### src/rtl/text_scan_ctrl.sv
// text_scan_ctrl: scan sequencer for an 80x25 text framebuffer.
// Generates 720x400@70Hz VGA timing, drives the framebuffer character
// address, forms the font ROM address and serialises glyph slices into a
// pixel stream with mutually aligned de/hsync/vsync/frame_start.
// Also snapshots the four live note IDs once per frame at the start of
// vertical blank.
// Optional feature macro: TEXT_SCAN_CURSOR_EN (blinking underline-style
// block cursor on glyph rows 14/15 of the cell addressed by cur_pos).

module text_scan_ctrl #(
    parameter int H_ACTIVE = 720,
    parameter int H_FP     = 18,
    parameter int H_SYNC   = 108,
    parameter int H_BP     = 54,
    parameter int V_ACTIVE = 400,
    parameter int V_FP     = 12,
    parameter int V_SYNC   = 2,
    parameter int V_BP     = 35,
    parameter int COLS     = 80,
    parameter int FONT_LAT = 1
) (
    input  logic        clk,
    input  logic        rst,
    input  logic [6:0]  key_in0,
    input  logic [6:0]  key_in1,
    input  logic [6:0]  key_in2,
    input  logic [6:0]  key_in3,
    output logic [6:0]  key0,
    output logic [6:0]  key1,
    output logic [6:0]  key2,
    output logic [6:0]  key3,
    output logic [10:0] pos,
    input  logic [7:0]  char,
    output logic [11:0] font_addr,
    input  logic [7:0]  font_bits,
`ifdef TEXT_SCAN_CURSOR_EN
    input  logic [10:0] cur_pos,
`endif
    output logic        pixel,
    output logic        de,
    output logic        hsync,
    output logic        vsync,
    output logic        frame_start
);

    localparam int H_TOTAL = H_ACTIVE + H_FP + H_SYNC + H_BP;
    localparam int V_TOTAL = V_ACTIVE + V_FP + V_SYNC + V_BP;
    localparam int H_W     = $clog2(H_TOTAL);
    localparam int V_W     = $clog2(V_TOTAL);
    // Output alignment depth: pos, char, font_addr, font_bits (FONT_LAT), pixel
    localparam int L       = 4 + FONT_LAT;

    localparam logic [H_W-1:0] H_LAST   = H_W'(H_TOTAL - 1);
    localparam logic [V_W-1:0] V_LAST   = V_W'(V_TOTAL - 1);
    localparam logic [H_W-1:0] H_ACT_C  = H_W'(H_ACTIVE);
    localparam logic [V_W-1:0] V_ACT_C  = V_W'(V_ACTIVE);
    localparam logic [H_W-1:0] HS_START = H_W'(H_ACTIVE + H_FP);
    localparam logic [H_W-1:0] HS_END   = H_W'(H_ACTIVE + H_FP + H_SYNC);
    localparam logic [V_W-1:0] VS_START = V_W'(V_ACTIVE + V_FP);
    localparam logic [V_W-1:0] VS_END   = V_W'(V_ACTIVE + V_FP + V_SYNC);
    localparam logic [10:0]    POS_IDLE = 11'h7FF;

    // Raster and cell-tracking state
    logic [H_W-1:0] h_cnt;
    logic [V_W-1:0] v_cnt;
    logic [3:0]     x_sub;
    logic [6:0]     col;
    logic [3:0]     y_sub;
    logic [10:0]    row_base;

    // Stage-0 decode
    logic           h_act;
    logic           v_act;
    logic           active;
    logic           h_last;
    logic           v_last;
    logic [10:0]    cell_addr;
    logic           de_raw;
    logic           hs_raw;
    logic           vs_raw;
    logic           fs_raw;
    logic           snap;

    // Pipelines
    logic [3:0]     y_d1;
    logic [3:0]     y_d2;
    logic [L-1:0]   de_pipe;
    logic [L-1:0]   hs_pipe;
    logic [L-1:0]   vs_pipe;
    logic [L-1:0]   fs_pipe;
    logic [3:0]     x_pipe [L-1];

    // Pixel stage
    logic [3:0]     x_cur;
    logic           glyph_bit;
    logic           cursor_inv;

`ifdef TEXT_SCAN_CURSOR_EN
    logic           cur_hit;
    logic [L-3:0]   cur_pipe;
    logic [5:0]     frame_cnt;
`endif

    // Stage-0 decode of the raster position
    always_comb begin
        h_act     = h_cnt < H_ACT_C;
        v_act     = v_cnt < V_ACT_C;
        active    = h_act && v_act;
        h_last    = h_cnt == H_LAST;
        v_last    = v_cnt == V_LAST;
        cell_addr = row_base + 11'(col);
        de_raw    = active;
        hs_raw    = !((h_cnt >= HS_START) && (h_cnt < HS_END));
        vs_raw    = (v_cnt >= VS_START) && (v_cnt < VS_END);
        fs_raw    = (h_cnt == '0) && (v_cnt == '0);
        snap      = (h_cnt == '0) && (v_cnt == V_ACT_C);
    end

    // Raster counters plus incremental cell tracking (no multiply/divide)
    always_ff @(posedge clk) begin
        if (rst) begin
            h_cnt    <= '0;
            v_cnt    <= '0;
            x_sub    <= '0;
            col      <= '0;
            y_sub    <= '0;
            row_base <= '0;
        end else if (h_last) begin
            h_cnt <= '0;
            x_sub <= '0;
            col   <= '0;
            if (v_last) begin
                v_cnt    <= '0;
                y_sub    <= '0;
                row_base <= '0;
            end else begin
                v_cnt <= v_cnt + 1'b1;
                if (v_act) begin
                    if (y_sub == 4'd15) begin
                        y_sub    <= '0;
                        row_base <= row_base + 11'(COLS);
                    end else begin
                        y_sub <= y_sub + 4'd1;
                    end
                end
            end
        end else begin
            h_cnt <= h_cnt + 1'b1;
            if (h_act) begin
                if (x_sub == 4'd8) begin
                    x_sub <= '0;
                    col   <= col + 7'd1;
                end else begin
                    x_sub <= x_sub + 4'd1;
                end
            end
        end
    end

    // Stage 1: framebuffer address, parked on the blank cell outside active video
    always_ff @(posedge clk) begin
        if (rst) begin
            pos <= POS_IDLE;
        end else begin
            pos <= active ? cell_addr : POS_IDLE;
        end
    end

    // Stage 3: font ROM address from returned character and glyph row
    always_ff @(posedge clk) begin
        if (rst) begin
            y_d1      <= '0;
            y_d2      <= '0;
            font_addr <= '0;
        end else begin
            y_d1      <= y_sub;
            y_d2      <= y_d1;
            font_addr <= {char, y_d2};
        end
    end

    // Timing-signal and sub-pixel delay lines matching the data path depth
    always_ff @(posedge clk) begin
        if (rst) begin
            de_pipe <= '0;
            hs_pipe <= '1;
            vs_pipe <= '0;
            fs_pipe <= '0;
            for (int unsigned i = 0; i < L - 1; i++) begin
                x_pipe[i] <= '0;
            end
        end else begin
            de_pipe   <= {de_pipe[L-2:0], de_raw};
            hs_pipe   <= {hs_pipe[L-2:0], hs_raw};
            vs_pipe   <= {vs_pipe[L-2:0], vs_raw};
            fs_pipe   <= {fs_pipe[L-2:0], fs_raw};
            x_pipe[0] <= x_sub;
            for (int unsigned i = 1; i < L - 1; i++) begin
                x_pipe[i] <= x_pipe[i-1];
            end
        end
    end

`ifdef TEXT_SCAN_CURSOR_EN
    // Cursor cell match, formed alongside pos and carried to the pixel stage
    always_ff @(posedge clk) begin
        if (rst) begin
            cur_hit  <= 1'b0;
            cur_pipe <= '0;
        end else begin
            cur_hit  <= active && (cell_addr == cur_pos) && (y_sub[3:1] == 3'b111);
            cur_pipe <= {cur_pipe[L-4:0], cur_hit};
        end
    end

    // Blink timebase: counts emitted frame starts
    always_ff @(posedge clk) begin
        if (rst) begin
            frame_cnt <= '0;
        end else if (frame_start) begin
            frame_cnt <= frame_cnt + 6'd1;
        end
    end
`endif

    // Glyph bit selection, gap column and optional cursor inversion
    always_comb begin
        x_cur      = x_pipe[L-2];
        glyph_bit  = 1'b0;
        cursor_inv = 1'b0;
        if (x_cur < 4'd8) begin
            glyph_bit = font_bits[3'd7 - x_cur[2:0]];
        end
`ifdef TEXT_SCAN_CURSOR_EN
        cursor_inv = cur_pipe[L-3] & frame_cnt[5];
`endif
    end

    // Final pixel register, blanked outside the display window
    always_ff @(posedge clk) begin
        if (rst) begin
            pixel <= 1'b0;
        end else begin
            pixel <= de_pipe[L-2] & (glyph_bit ^ cursor_inv);
        end
    end

    // Per-frame note snapshot on the first blank line
    always_ff @(posedge clk) begin
        if (rst) begin
            key0 <= '0;
            key1 <= '0;
            key2 <= '0;
            key3 <= '0;
        end else if (snap) begin
            key0 <= key_in0;
            key1 <= key_in1;
            key2 <= key_in2;
            key3 <= key_in3;
        end
    end

    assign de          = de_pipe[L-1];
    assign hsync       = hs_pipe[L-1];
    assign vsync       = vs_pipe[L-1];
    assign frame_start = fs_pipe[L-1];

endmodule

### config.mk
export PLATFORM = sky130hd
export DESIGN_NAME = text_scan_ctrl
export DESIGN_NICKNAME = d
export VERILOG_FILES = /design/src/rtl/text_scan_ctrl.sv
export SDC_FILE = /design/constraint.sdc
export NUM_CORES = 1
export LEC_CHECK = 0
export ABC_AREA = 1
export BUFFER_PORTS_ARGS = -buffer_cell sky130_fd_sc_hd__buf_2
export CAP_MARGIN = 20
export CORE_ASPECT_RATIO = 1.2
export CORE_MARGIN = 1.5
export CORE_UTILIZATION = 45
export CTS_CLUSTER_SIZE = 40
export DETAILED_ROUTE_END_ITERATION = 8
export HOLD_SLACK_MARGIN = 0.15
export MAX_ROUTING_LAYER = met4
export PLACE_DENSITY = 0.7
export SYNTH_ARGS = -nofsm -noshare
export SYNTH_HDL_FRONTEND = slang
export SYNTH_SLANG_ARGS = --single-unit
### constraint.sdc
create_clock -name clk -period 3.8 [get_ports clk]
set_input_delay 1.14 -clock clk [delete_from_list [all_inputs] [get_ports clk]]
set_output_delay 1.14 -clock clk [all_outputs]
set_load 0.1 [all_outputs]
==> flow_metrics.env, run 1 <==
export IMPL_grt_usage_pct=17.8
export IMPL_ys_seq_area_share_pct=51.7
export IMPL_irDropWorstVdd_mv=0.325
export IMPL_worstSetupPathType="register to output port"
export IMPL_port_buffer_count=101
export IMPL_nets=833
export IMPL_synth_top_area_cell="dfxtp_1"
export IMPL_grt_antenna_before_repair=0
export IMPL_worstMarginPinSlew_ns=0.753
export IMPL_drive_gt1_share_pct=20.8
export IMPL_post_cts_buffers=0
export IMPL_cts_hold_fix_buffers=0
export IMPL_path_buf_inv=1
export IMPL_crit_path_start_kind="register"
export IMPL_cp_arrival_ns=1.19
export IMPL_dieWidth_microns=102
export IMPL_async_flop_share_pct=0
export IMPL_drc=0
export IMPL_core_sq_um=11500
export IMPL_drv_slew=0
export IMPL_gp_congestion=0.914
export IMPL_ant_nets=0
export IMPL_wl_per_cell_microns=10.8
export IMPL_grt_first_pass_wirelength_microns=17300
export IMPL_synth_cell_type_count=40
export IMPL_fmax_mhz=429
export IMPL_power_total_uw=3210
export IMPL_die_area_sq_um=12400
export IMPL_cts_tree="done"
export IMPL_first_iter_violations=173
export IMPL_max_stage_delay_ns=0.43
export IMPL_grt_pass1_vias=4105
export IMPL_routed_wl_microns=10200
export IMPL_fin_tns_setup_ns=0
export IMPL_synth_top_area_share_pct=51.7
export IMPL_ys_warnings_count=0
export IMPL_rsz0062_at_grt="false"
export IMPL_start_util_pct=46.1
export IMPL_cp_max_fo=2
export IMPL_netlist_instances=673
export IMPL_clock_sinks=137
export IMPL_ios=102
export IMPL_period_needed_ns=2.33
export IMPL_timing_hold_ws_ns=0.394
export IMPL_end_kind="output port"
export IMPL_dr_pass1_iters=4
export IMPL_synth_edf_count=0
export IMPL_area_growth_pct=21.8
export IMPL_cp_top_family="buffers and inverters"
export IMPL_cp_slowest_cell="buf_2"
export IMPL_numCtsBuffers=17
export IMPL_p_leak_uw=0.00302
export IMPL_finalSetupViolCount=0
export IMPL_via_count=4395
export IMPL_rows=43
export IMPL_diodes=0
export IMPL_avgSynthCellArea_sq_um=7.88
export IMPL_status="complete, no violations"
export IMPL_cts_htree_levels=4
export IMPL_dpl_cell_area_sq_um=5890
export IMPL_crit_chain="buf_2"
export IMPL_synthTopCellsByArea="dfxtp_1 52%, nor2_1 9.6%, inv_1 7.0%"
export IMPL_final_area_sq_um=6460
export IMPL_cts_max_path_buffers=2
export IMPL_hold_violations=0
export IMPL_die_h_microns=122
export IMPL_cp_required_ns=2.66
export IMPL_grt_max_degree=60
export IMPL_p_per_area_nw_per_um2=497
export IMPL_hold_path_class="register to register"
export IMPL_syn_nets=731
export IMPL_ys_ff_latch=137
export IMPL_clock_latency_ns=0.41
export IMPL_drv_cap=0
export IMPL_hpwl_microns=7210
export IMPL_gr_total_overflow=0
export IMPL_synth_flop_cell="dfxtp_1"
export IMPL_clock_skew_ns=0.00874
export IMPL_cts_resized=0
export IMPL_path_clk_slew_ns=0.06
export IMPL_syn_cell_area_sq_um=5300
export IMPL_clk_root_buffer_cell="clkbuf_16"
export IMPL_slew_headroom_pct=49.5
export IMPL_utilization_pct=56.1
export IMPL_fin_crit_sh_pct=61.3
export IMPL_vias_per_cell=4.65
tightest hold or removal path, delay by kind of cell, from the launching register on:
kind,cells,cell delay [ns]
buffers and inverters,1,0.04
AND/OR/NAND/NOR,1,0.03
flip-flops,1,0.29
metal layers:
| metal | up-vias | global-route usage (%) | routed length (microns) |
|---|---|---|---|
| met5 | - | - | 0 |
| met4 | 0 | 7.11 | 127 |
| met3 | 14 | 5.62 | 584 |
| met2 | 122 | 29.5 | 4960 |
| met1 | 1955 | 19.9 | 4550 |
| li1 | 2304 | - | - |
Yosys cell counts, types with 3 or more instances:
library cell / instances
dfxtp_1: 137
nor2_1: 136
inv_1: 99
nand2_1: 89
o21ai_0: 49
a21oi_1: 32
nand3_1: 32
ha_1: 12
clkbuf_1: 8
nand4_1: 8
nor3_1: 7
xor2_1: 6
buf_4: 5
nand2_2: 5
inv_2: 4
nor2_2: 4
or2_2: 4
xnor2_1: 4
buf_6: 3
nand3_2: 3
final timing paths:
kind	from	to	slack, ns	cells after the start
setup / recovery	key3[0]	key3[0]	1.47	1
hold / removal	y_d1[0]	y_d2[0]	0.39	2
setup reg to reg	v_cnt[1]	key0[1]	1.66	8
hold reg to reg	y_d1[0]	y_d2[0]	0.39	2
registers in the layout, summed over array words and instances, names as in the netlist, 5 cells and up:
| name | flops |
|---|---|
| x_pipe | 16 |
| font_addr | 12 |
| pos | 11 |
| h_cnt | 10 |
| v_cnt | 9 |
| col | 7 |
| key0 | 7 |
| key1 | 7 |
| key2 | 7 |
| key3 | 7 |
| row_base | 7 |
| de_pipe | 5 |
| fs_pipe | 5 |
| hs_pipe | 5 |
| vs_pipe | 5 |
cells in the final DEF (no fill, tap or decap), types with 3 or more instances in the layout:
cell / instances
inv_2: 4
o21ai_0: 49
a21oi_1: 32
nand3_1: 32
nor2_1: 136
clkbuf_16: 17
clkinv_2: 4
nand4_1: 8
nand3_2: 3
xnor2_1: 4
inv_6: 4
or2_2: 4
nor2_2: 4
xor2_1: 6
nand2_2: 5
dfxtp_1: 137
ha_1: 12
nand2_1: 89
nor3_1: 7
inv_1: 99
clkinv_4: 4
clkinvlp_4: 3
buf_2: 101
stage by stage:
step | worst slack (ns) | std cells
after floorplan | 1.74 | 673
after global placement | 1.23 | 913
after detailed placement | 1.11 | 913
after CTS | 1.45 | 945
after global routing | 1.42 | 945
final | 1.47 | 945
logic make-up after synthesis:
logic type                 share of synthesized area (%)
xor gates and xnor gates                            1.65
adders and majority gates                           2.83
and+or+nand+nor                                     24.6
buffers and inverters                               9.96
DFF                                                 51.7
muxes                                              0.189
AOI/OAI and AO/OA                                   9.08
final cells by class:
class                           count  area, sq um
Fill cell                        1090         5050
Clock buffer                       17          425
Tap cell                          157          196
Multi-Input combinational cell    411         2030
Clock inverter                     15          144
Sequential cell                   137         2740
Inverter                          105          397
Timing Repair Buffer              103          520
power breakdown:
part | internal, uW | switching (uW)
sequential | 1460 | 8.31
combinational | 43.1 | 138
clock | 913 | 647
total | 2420 | 793
Power figures use the tool's default switching activity.
==> run 2: changes to the inputs <==
PLACE_DENSITY = 0.73   (was 0.7)
clock period = 2 ns   (was 3.8 ns; I/O delays follow)
==> run 2 against run 1 <==
Effect of this change:
- worst setup slack got worse by 1.2 ns
- critical path depth did not move
- core utilization increased by 0.76 points
- clock skew up 0.00092 ns
- critical path type unchanged
- register-to-register slack worse by 1.4 ns
- largest power group unchanged
==> flow_metrics.env, run 2 (synthesis results as in run 1) <==
export IMPL_rows=43
export IMPL_crit_chain="buf_2"
export IMPL_start_util_pct=46.1
export IMPL_worstSetupPathType="register to output port"
export IMPL_multi_input_area_sq_um=2030
export IMPL_path_clk_slew_ns=0.06
export IMPL_grt_antenna_before_repair=0
export IMPL_worstMarginPinSlew_ns=0.525
export IMPL_gr_total_overflow=0
export IMPL_top_regs="x_pipe: 16 flops, font_addr: 12 flops, pos: 11 flops"
export IMPL_ios=102
export IMPL_clock_sinks=137
export IMPL_vias_per_cell=4.59
export IMPL_cp_required_ns=1.40
export IMPL_routed_wl_microns=9890
export IMPL_hpwl_microns=6640
export IMPL_fin_tns_setup_ns=0
export IMPL_period_needed_ns=1.78
export IMPL_finalSetupViolCount=0
export IMPL_slew_headroom_pct=65.0
export IMPL_drv_cap=0
export IMPL_clk_root_buffer_cell="clkbuf_16"
export IMPL_grt_pass1_vias=4028
export IMPL_power_total_uw=6420
export IMPL_place_inst=917
export IMPL_cts_htree_levels=4
export IMPL_p_per_area_nw_per_um2=981
export IMPL_grt_usage_pct=17.5
export IMPL_regArea_sq_um=2740
export IMPL_wl_per_cell_microns=10.4
export IMPL_gp_congestion=0.872
export IMPL_dieWidth_microns=102
export IMPL_layoutNonFillerInstCount=949
export IMPL_drc=0
export IMPL_die_area_sq_um=12400
export IMPL_port_buffer_count=101
export IMPL_die_h_microns=122
export IMPL_via_count=4360
export IMPL_worstHoldPathCells=3
export IMPL_hold_path_class="input port to register"
export IMPL_drive_gt1_share_pct=21.0
export IMPL_diodes=0
export IMPL_p_leak_uw=0.00307
export IMPL_fill_cells=1087
export IMPL_timing_hold_ws_ns=0.388
export IMPL_cts_resized=0
export IMPL_fin_crit_sh_pct=88.8
export IMPL_rr_worst_depth=10
export IMPL_core_sq_um=11500
export IMPL_irDropWorstVdd_mv=0.625
export IMPL_grt_max_degree=58
export IMPL_post_cts_buffers=0
export IMPL_layout_commonest_cell="dfxtp_1"
export IMPL_cp_max_fo=2
export IMPL_clock_skew_ns=0.00966
export IMPL_drv_slew=0
export IMPL_grt_first_pass_wirelength_microns=16700
export IMPL_regMostFlops="x_pipe"
export IMPL_cts_hold_fix_buffers=0
export IMPL_largest_register_ffs=16
export IMPL_end_kind="output port"
export IMPL_cp_top_family="buffers and inverters"
export IMPL_fmax_mhz=563
export IMPL_path_buf_inv=1
export IMPL_hold_violations=0
export IMPL_cts_tree="done"
export IMPL_first_iter_violations=186
export IMPL_utilization_pct=56.9
export IMPL_dr_pass1_iters=4
export IMPL_rsz0062_at_grt="false"
export IMPL_cts_max_path_buffers=2
export IMPL_layout_common_cells="137 x dfxtp_1, 136 x nor2_1, 101 x buf_2"
export IMPL_crit_path_start_kind="register"
export IMPL_crit_cells=1
export IMPL_ant_nets=0
export IMPL_cp_arrival_ns=1.18
export IMPL_area_growth_pct=23.4
export IMPL_cp_slowest_cell="buf_2"
export IMPL_numCtsBuffers=17
export IMPL_max_stage_delay_ns=0.43
export IMPL_status="complete, no violations"
export IMPL_clock_latency_ns=0.41
export IMPL_nets=837
-- run 2: layer usage --
layer | vias up | share of wire (%) | track usage, %
met4 | 0 | 0.91 | 6.76
li1 | 2322 | - | -
met2 | 117 | 46 | 27.8
met1 | 1910 | 48 | 20.3
met5 | - | 0 | -
met3 | 11 | 5.1 | 5.74
-- run 2: path summary, 6_finish.rpt --
| kind | startpoint | end | slack (ns) |
|---|---|---|---|
| min | char[4] | font_addr[8] | 0.39 |
| max reg2reg | h_cnt[1] | row_base[8] | 0.29 |
| min reg2reg | x_pipe[2][1] | x_pipe[3][1] | 0.40 |
| max | key2[6] | key2[6] | 0.22 |
-- run 2: cell type report --
cell class	instances	share of cell area, %
well taps	157	3.00
flip-flops and latches	137	41.9
repair buffers	107	8.41
clock inverters	13	2.96
multi-input cells	411	31.1
clock buffers	19	6.61
inverters	105	6.06
-- run 2: stage by stage --
stage / area [sq um] / setup WS [ns]
2_1_floorplan: 5300 / 0.479
4_1_cts: 6550 / 0.204
5_1_grt: 6550 / 0.104
3_3_place_gp: 5920 / 0.281
3_5_place_dp: 5920 / 0.292
6_report: 6550 / 0.224
-- run 2: report_power, final --
group | switching [uW] | total (uW) | leakage, uW | internal, uW
clock | 1180 | 3280 | 0.000303 | 2100
sequential | 15.4 | 2790 | 0.00111 | 2780
combinational | 261 | 346 | 0.00165 | 84.2
==> run 3: changes to the inputs <==
CORE_UTILIZATION = 49   (was 45)
PLACE_DENSITY = 0.78   (was 0.73)
==> run 3 against run 2 <==
Effect of this change:
- critical path depth is the same
- critical endpoint is now key2[3]
- global-route usage grew 2.1 points
- largest power group unchanged
- sequential power is essentially flat
- routed wire length grew 6.2%
- clock power grew 2%
==> flow_metrics.env, run 3 (synthesis results as in run 1) <==
export IMPL_routed_wl_microns=10500
export IMPL_vias_per_cell=4.86
export IMPL_start_util_pct=50.4
export IMPL_p_leak_uw=0.00308
export IMPL_gp_congestion=0.885
export IMPL_hold_violations=0
export IMPL_clock_latency_ns=0.41
export IMPL_worstHoldPathCells=3
export IMPL_grt_max_degree=60
export IMPL_p_per_area_nw_per_um2=992
export IMPL_drc=0
export IMPL_drv_cap=0
export IMPL_first_iter_violations=261
export IMPL_fin_crit_sh_pct=88.8
export IMPL_end_kind="output port"
export IMPL_gr_total_overflow=0
export IMPL_dieWidth_microns=98.0
export IMPL_cts_resized=0
export IMPL_r2r_slack_ns=0.24
export IMPL_fin_tns_setup_ns=0
export IMPL_clk_root_buffer_cell="clkbuf_16"
export IMPL_grt_first_pass_wirelength_microns=18000
export IMPL_irDropWorstVdd_mv=0.578
export IMPL_worstMarginPinSlew_ns=0.499
export IMPL_period_needed_ns=1.78
export IMPL_crit_chain="buf_2"
export IMPL_cp_arrival_ns=1.18
export IMPL_grt_pass1_vias=4322
export IMPL_ant_nets=0
export IMPL_numCtsBuffers=17
export IMPL_cp_top_family="buffers and inverters"
export IMPL_die_h_microns=117
export IMPL_diodes=0
export IMPL_hold_path_class="input port to register"
export IMPL_regMostFlops="x_pipe"
export IMPL_grt_antenna_before_repair=0
export IMPL_cts_max_path_buffers=2
export IMPL_crit_path_start_kind="register"
export IMPL_rows=41
export IMPL_area_growth_pct=23.2
export IMPL_rr_worst_depth=10
export IMPL_worstSetupPathType="register to output port"
export IMPL_fmax_mhz=563
export IMPL_status="complete, no violations"
export IMPL_clock_skew_ns=0.00852
export IMPL_slew_headroom_pct=67.0
export IMPL_wl_per_cell_microns=11.4
export IMPL_hpwl_microns=7220
export IMPL_cts_tree="done"
export IMPL_layout_commonest_cell="dfxtp_1"
export IMPL_core_sq_um=10500
export IMPL_max_stage_delay_ns=0.43
export IMPL_cp_slowest_cell="buf_2"
export IMPL_largest_register_ffs=16
export IMPL_die_area_sq_um=11500
export IMPL_crit_cells=1
export IMPL_ios=102
export IMPL_finalSetupViolCount=0
export IMPL_cp_required_ns=1.40
export IMPL_cp_max_fo=2
export IMPL_via_count=4473
export IMPL_cts_htree_levels=4
export IMPL_dr_pass1_iters=5
export IMPL_drv_slew=0
export IMPL_grt_usage_pct=19.5
export IMPL_nets=837
export IMPL_power_total_uw=6480
export IMPL_post_cts_buffers=0
export IMPL_layout_common_cells="137 x dfxtp_1, 136 x nor2_1, 101 x buf_2"
export IMPL_path_buf_inv=1
export IMPL_drive_gt1_share_pct=21.1
export IMPL_path_clk_slew_ns=0.06
export IMPL_clock_sinks=137
export IMPL_top_regs="x_pipe: 16 flops, font_addr: 12 flops, pos: 11 flops"
export IMPL_rsz0062_at_grt="false"
export IMPL_port_buffer_count=101
export IMPL_cts_hold_fix_buffers=0
==> run 3: worst paths after layout <==
kind	startpoint	to
max	key2[3]	key2[3]
min	char[6]	font_addr[10]
max reg2reg	h_cnt[1]	row_base[8]
min reg2reg	x_pipe[1][0]	x_pipe[2][0]
==> run 3: report_power, final <==
part / leakage (uW) / switching, uW / internal [uW] / total (uW)
combinational: 0.00166 / 265 / 87.4 / 352
clock: 0.000310 / 1220 / 2120 / 3340
sequential: 0.00111 / 17.0 / 2780 / 2790
total: 0.00308 / 1500 / 4990 / 6480
==> run 3: cell type report <==
cell class                 count  area [sq um]
sequential                   137          2740
clock inverter                14           208
tap                          129           161
clock buffer                  18           429
timing repair buffer         107           563
multi-input combinational    411          2030
fill                         883          3980
inverter                     105           397
==> run 3: per-layer routing <==
| metal | global-route usage, % | up-vias | routed length (microns) | share of wire [%] |
|---|---|---|---|---|
| li1 | - | 2311 | - | - |
| met1 | 21.1 | 2011 | 4620 | 44 |
| met2 | 35.1 | 136 | 5170 | 49 |
| met3 | 4.63 | 15 | 564 | 5.4 |
| met4 | 7.05 | 0 | 150 | 1.4 |
| met5 | - | - | 0 | 0 |
==> run 3: metrics by stage <==
step                utilization, %  worst slack [ns]  std cells  hold WS (ns)  area (sq um)
global placement              56.1             0.338        889         0.389          5900
floorplan                        -             0.479        673         0.388          5300
global route                  62.1            0.0698        921         0.386          6530
CTS                           62.1             0.216        921         0.383          6530
detailed placement            56.1             0.266        889         0.392          5900
finish                        62.1             0.225        921         0.390          6530
